<file path="config.mk">
export PLATFORM = sky130hd
export DESIGN_NAME = clk_div_gen
export DESIGN_NICKNAME = d
export VERILOG_FILES = /design/src/rtl/clk_div_gen.sv
export SDC_FILE = /design/constraint.sdc
export NUM_CORES = 1
export LEC_CHECK = 0
export ABC_AREA = 0
export BUFFER_PORTS_ARGS = -buffer_cell sky130_fd_sc_hd__buf_2
export CORE_MARGIN = 2
export CORE_UTILIZATION = 40
export DETAILED_ROUTE_END_ITERATION = 10
export PLACE_DENSITY = 0.62
export SYNTH_ARGS = -nofsm -noshare
export SYNTH_HDL_FRONTEND = slang
export SYNTH_SLANG_ARGS = --single-unit
export TNS_END_PERCENT = 50
</file>
<file path="constraint.sdc">
create_clock -name clk100MHz -period 2.54 [get_ports clk100MHz]
set_input_delay 0.254 -clock clk100MHz [delete_from_list [all_inputs] [get_ports clk100MHz]]
set_output_delay 0.254 -clock clk100MHz [all_outputs]
set_load 0.01 [all_outputs]
</file>
<file path="src/rtl/clk_div_gen.sv">
// Runtime-programmable clock divider. It produces a registered divided clock, a period tick,
// and a handshaked divisor update. Define CLKDIV_SYNC_EN to add the sync_in phase-restart input.
module clk_div_gen #(
    parameter int CNT_W       = 8,
    parameter int DIV_DEFAULT = 4
) (
    input  logic             clk100MHz,
    input  logic             reset,
    input  logic             en,
    input  logic [CNT_W-1:0] div_in,
    input  logic             div_load,
`ifdef CLKDIV_SYNC_EN
    input  logic             sync_in,
`endif
    output logic             div_ack,
    output logic             div_err,
    output logic             clk_out,
    output logic             tick,
    output logic             running,
    output logic [CNT_W-1:0] div_cur
);

    typedef enum logic {IDLE, RUN} state_t;

    state_t           state;
    logic [CNT_W-1:0] cnt;
    logic [CNT_W-1:0] pend_div;
    logic             pend_vld;

    logic             load_ok;
    logic             wrap;
    logic             force_wrap;
    logic [CNT_W-1:0] cnt_nxt;
    logic [CNT_W-1:0] half;
    logic [CNT_W-1:0] eff_div;
    logic             upd;

    assign load_ok = div_load && (div_in >= CNT_W'(2));
    assign cnt_nxt = cnt + CNT_W'(1);
    assign wrap    = (cnt == div_cur - CNT_W'(1));
    assign half    = div_cur >> 1;
    // A load arriving on the wrap edge itself beats anything already pending.
    assign eff_div = load_ok ? div_in : pend_div;
    assign upd     = load_ok || pend_vld;

`ifdef CLKDIV_SYNC_EN
    assign force_wrap = sync_in;
`else
    assign force_wrap = 1'b0;
`endif

    always_ff @(posedge clk100MHz) begin
        if (reset) begin
            state    <= IDLE;
            cnt      <= '0;
            div_cur  <= CNT_W'(DIV_DEFAULT);
            pend_vld <= 1'b0;
            pend_div <= '0;
            clk_out  <= 1'b0;
            tick     <= 1'b0;
            div_ack  <= 1'b0;
            div_err  <= 1'b0;
            running  <= 1'b0;
        end else begin
            // NOTE: pulse outputs default low here; later non-blocking writes in this block win.
            tick    <= 1'b0;
            div_ack <= 1'b0;
            div_err <= div_load && !load_ok;
            case (state)
                IDLE: begin
                    cnt     <= '0;
                    clk_out <= 1'b0;
                    running <= 1'b0;
                    if (load_ok) begin
                        div_cur <= div_in;
                        div_ack <= 1'b1;
                    end
                    if (en) begin
                        state   <= RUN;
                        clk_out <= 1'b1;
                        tick    <= 1'b1;
                        running <= 1'b1;
                    end
                end
                RUN: begin
                    if (wrap || force_wrap) begin
                        cnt <= '0;
                        if (upd) begin
                            div_cur  <= eff_div;
                            pend_vld <= 1'b0;
                            div_ack  <= 1'b1;
                        end
                        // en only matters at the period boundary, so a pulse is never cut short.
                        if (en || force_wrap) begin
                            clk_out <= 1'b1;
                            tick    <= 1'b1;
                            running <= 1'b1;
                        end else begin
                            state   <= IDLE;
                            clk_out <= 1'b0;
                            running <= 1'b0;
                        end
                    end else begin
                        cnt     <= cnt_nxt;
                        clk_out <= (cnt_nxt < half);
                        if (load_ok) begin
                            pend_div <= div_in;
                            pend_vld <= 1'b1;
                        end
                    end
                end
                default: state <= IDLE;
            endcase
        end
    end

endmodule

</file>
-- Word level (Yosys, flattened, before mapping)
Index checks and enable logic that the tools add are counted.
- bitwise logic cells: 2
- add/subtract/negate cells: 2
- reduce and logical (&&, ||, !) cells: 8
- equal/unequal tests: 5
- order comparisons: 2
- mux-type cells: 23
- operators with widths (cell ; number):
    $mux 8 ; 5
    $pmux 8 s2 ; 2
    $mux 1 ; 11
    $pmux 1 s2 ; 5
    $add 8x1->8 const B ; 1
    $eq 8x8->1 ; 1
    $ge 8x2->1 const B ; 1
    $lt 8x7->1 ; 1
    $sub 8x1->8 const B ; 1
    $ne 2x1->1 const B ; 3
    $reduce_and 3->1 ; 2
    $logic_and 1x1->1 ; 2
    $ne 2x2->1 const B ; 1
    $not 1->1 ; 2
    $reduce_and 2->1 ; 1
    $reduce_bool 2->1 ; 1
    $logic_not 1->1 ; 1
    $logic_or 1x1->1 ; 1
- flip-flop bits (word level): 31
- output and inout port bits: 13
- logic and storage cells: 52

-- Logic depth before layout (Yosys ltp)
- word-level depth: 6
- depth in mapped cells: 9
- mapped depth without buffers: 9

-- Least setup slack after synthesis
OpenSTA, ideal clock, no wires.
- kind: register to register
- from: reg div_cur[2]
- to: reg div_cur[1]
- path slack: 0.291 ns
- setup time: 0.121 ns
- cell stages (with the launch flop): 8
- data required time: 2.419 ns
- arrival: 2.128 ns
- cell sequence: dfxtp_1 buf_2 or4_4 nor4_2 nor4_1 o32a_1 buf_6 mux2_4
- cells in the longest elaborated chain, start to end: 4
- RTL lines (element ; RTL line ; source):
    start: declaration ; 20 ; output logic [CNT_W-1:0] div_cur
    start signal: assignment ; 56 ; div_cur <= CNT_W'(DIV_DEFAULT);
    start signal: assignment ; 75 ; div_cur <= div_in;
    start signal: assignment ; 89 ; div_cur <= eff_div;
    $sub 8x1->8 ; 40 ; assign wrap = (cnt == div_cur - CNT_W'(1));
    $eq 8x8->1 ; 40 ;
    $ne 2x1->1 (no source line) ; n/a ;
    $reduce_and 3->1 (no source line) ; n/a ;
Every way passes these cells.
A chain may end at the register's enable or synchronous reset.

-- Final worst setup path
- from: reg div_cur[1]
- to: reg div_cur[1]
Same word-level chain as after synthesis.

==> metrics.md <==
| Metric | Value |
|---|---|
| Status | completed |
| Port bufs | 24 |
| Commonest cells in the synthesized netlist | 31 x dfxtp_1, 25 x nand2_1, 20 x nor2_1 |
| Grt met3 use | 0.0577 |
| Die span in y | 71.5 microns |
| Yosys top cell area share | 0.341 |
| Post-layout util | 0.482 |
| Via/cell ratio | 5.31 |
| CP startpoint | div_cur[1]$_SDFFE_PP0P_ |
| N_diodes | 0 |
| # rows | 24 |
| NetSw | 320 uW |
| DP Area | 2030 sq um |
| R2R Path Start | div_cur[1]$_SDFFE_PP0P_ |
| Startpoint Class | flop |
| Residual DRC count | 0 |
| Clock power frac | 0.324 |
| Fmax | between 400 and 500 MHz |
| H-tree depth | 2 |
| Sequential power share | 0.475 |
| TritonCTS clock tree | done |
| Leak pwr | slightly above 0.0009 uW |
| Register bit total from synthesis | 31 |
| Die ar. | 5110 sq um |
| Initial Util | 0.415 |
| Max-cap viol count | 0 |
| Cts bufs inserted | 5 |
| WS Path Type | flop to flop |
| WL per Instance | around 14 microns |
| Routability congestion estimate | 0.885 |
| Die Wd | between 70 and 80 microns |
| PwrDens | 530 nW/um^2 |
| Post-detail-place hpwl | 3.14 mm |
| Clock period minus worst slack | 2.35 ns |
| Max Slew Vio Count | 0 |
| Clk_skew | approximately 0.0052 ns |
| First-pass GRT wire length | 6.88 mm |
| Inst Count DP | 280 |
| Final setup vio count | 0 |
| Synth unique cells | 47 |
| Clock buffer depth | 2 |
| Fraction of registers with async set/reset | 0 |
| GR peak layer | met2 |
| Final Hold Fails | 0 |
| Crit Path Max Fanout | 7 |
| Vias in the first global route | ~1400 |
| Final period util | 0.927 |
| FILL cells | 437 |
| Largest net degree at the start of global routing | 25 |
| # clock sinks | 31 |
| IO Count | 25 |
| Gate power share | 0.201 |
| Clock-pin slew on the worst setup and hold paths | ~0.060 ns |
| Register area share after synthesis | 0.341 |
| Crit end category | flop |
| Max IR drop VDD | 0.000329 V |
| Crit path DAT | 2.52 ns |
| Synth area leader | dfxtp_1 |
| Routing usage on met2 | 0.272 |
| Finished Cell Area | approximately 2100 sq um |
| Yosys warning count | 0 |
| Main synth FF type | dfxtp_1 |
| HP Class | input port to flop |
| Relative slew slack | 0.521 |
| Clock latency on the worst-skew pair | 0.28 ns |
| RSZ-0062 raised after global routing | no |
| Critical Path RT | 2.71 ns |
| Finished Layout Cells | between 200 and 300 |
| Net Sw Frac | 0.286 |
| DRT iter0 DRCs | 54 |
| Area contributors post-synth | dfxtp_1 34%, mux2i_1 6.0%, ha_1 5.5% |
| Clk Tree Root Cell | clkbuf_8 |
| Antenna violations before repair | 0 |
| Slew @ Worst Pin | 0.718 ns |
| Hold buffers post-CTS | 0 |
| Post-synth EDFFs | 0 |
| Most common cell in the netlist | dfxtp_1 |
| Mapped Nets | 224 |
| Int Pwr | 801 uW |
| Layout cells sized above 1 | 0.220 |
| Area Overhead vs Synth | 16.1% |
| R2R setup slack | 0.19 ns |
| Final nets | 255 |
| Post-Syn Area | 1820 sq um |
| Setup_tns | 0 ns |
| Cell count after synthesis | 204 |
| ANT nets after route | 0 |
| Met1 usage | 0.234 |
| Vias | 1529 |
| WL final | 4.12 mm |
| Global Route Usage Sum | 0.174 |
| Total gr overflow | 0 |
| Core Footprint | roughly 4400 sq um |
| Router iterations before antenna repair | 4 |
| HP Start | en |
| Mean post-synth cell area | 8.92 sq um |
==> power by group through the flow <==
stage,logic (uW),registers [uW],clock network [uW]
5_1_grt,251,535,403
3_3_place_gp,223,542,0
2_1_floorplan,149,544,0
4_1_cts,225,532,374
6_report,225,532,363
3_5_place_dp,223,543,0
==> critical path: stages (launching register included) <==
cell and delay, ns:
dfxtp_1 0.47, inv_1 0.11, ha_1 0.27, xnor2_1 0.17, a211oi_2 0.29, o211ai_1 0.14, o32a_1 0.32, buf_4 0.18
mux2_4 0.29
==> cell families after synthesis <==
kind of cell / count (synthesis) / share of synthesized area
AND/OR/NAND/NOR: 80 / 0.225
AO/OA/AOI/OAI: 34 / 0.155
flip-flops: 31 / 0.341
buffers and inverters: 20 / 0.0460
multiplexers: 17 / 0.110
XOR/XNOR: 14 / 0.0674
adder cells (fa/ha/maj): 8 / 0.0550
==> state kept, by name (all words and copies together), names as in the netlist <==
name and flops:
clk_out 1, cnt 8, div_ack 1, div_cur 8, div_err 1, pend_div 8
pend_vld 1, running 1, state 1, tick 1
==> metal layers <==
metal	routed length, microns	part of all wire
met1	2090	0.51
met2	1810	0.44
met3	184	0.045
met4	35	0.0085
met5	0	0
==> placed cells by master, fill, tap and decap left out, types with 2 or more instances in the layout <==
master     n
a21oi_1    4
o21ai_0    4
a32oi_1    5
inv_1     12
nor4_2     2
mux2_4     6
buf_2     24
xnor2_1    7
xor2_1     7
nand4_1    2
nor3_1     3
and2_1     2
nand2_1   25
a21o_1     3
nand3_1    3
a31oi_1    2
clkbuf_1   2
nor4_1     2
buf_4      8
nor2_1    20
and3_1     5
nor2b_1    5
ha_1       8
dfxtp_1   31
mux2i_1   11
and4_1     3
clkbuf_8   5
a221oi_1   2
or4_1      2
nand2b_1   2
==> layout make-up <==
class / count / area, sq um / area share
Clock buffer: 7 / 76.3 / 0.0361
Tap cell: 52 / 65.1 / 0.0308
Multi-Input combinational cell: 153 / 1120 / 0.530
Timing Repair Buffer: 32 / 180 / 0.0853
Inverter: 12 / 45.0 / 0.0213
Clock inverter: 1 / 5.00 / 0.00237
Sequential cell: 31 / 621 / 0.294
==> what timing repair did <==
| action | 4_1_cts | 5_1_grt |
|---|---|---|
| setup buffers | 0 | 0 |
| resized for setup | 0 | 1 |
| setup endpoints to repair | 0 | 6 |
==> worst paths after layout <==
| kind | cells after the start | end |
|---|---|---|
| max reg2reg | 8 | div_cur[1]$_SDFFE_PP0P_ |
| max | 8 | div_cur[1]$_SDFFE_PP0P_ |
| min | 2 | state$_SDFF_PP0_ |
| min reg2reg | 2 | pend_div[0]$_SDFFE_PP0P_ |
==> metrics by stage <==
step / hold WS (ns) / setup slack [ns] / total power [uW]
floorplan: 0.378 / 0.291 / 694
global placement: 0.440 / 0.156 / 765
detailed placement: 0.451 / 0.114 / 766
CTS: 0.205 / 0.0934 / 1130
global route: 0.200 / 0.0705 / 1190
finish: 0.211 / 0.185 / 1120
No activity file was read; power rests on OpenSTA's default activity.
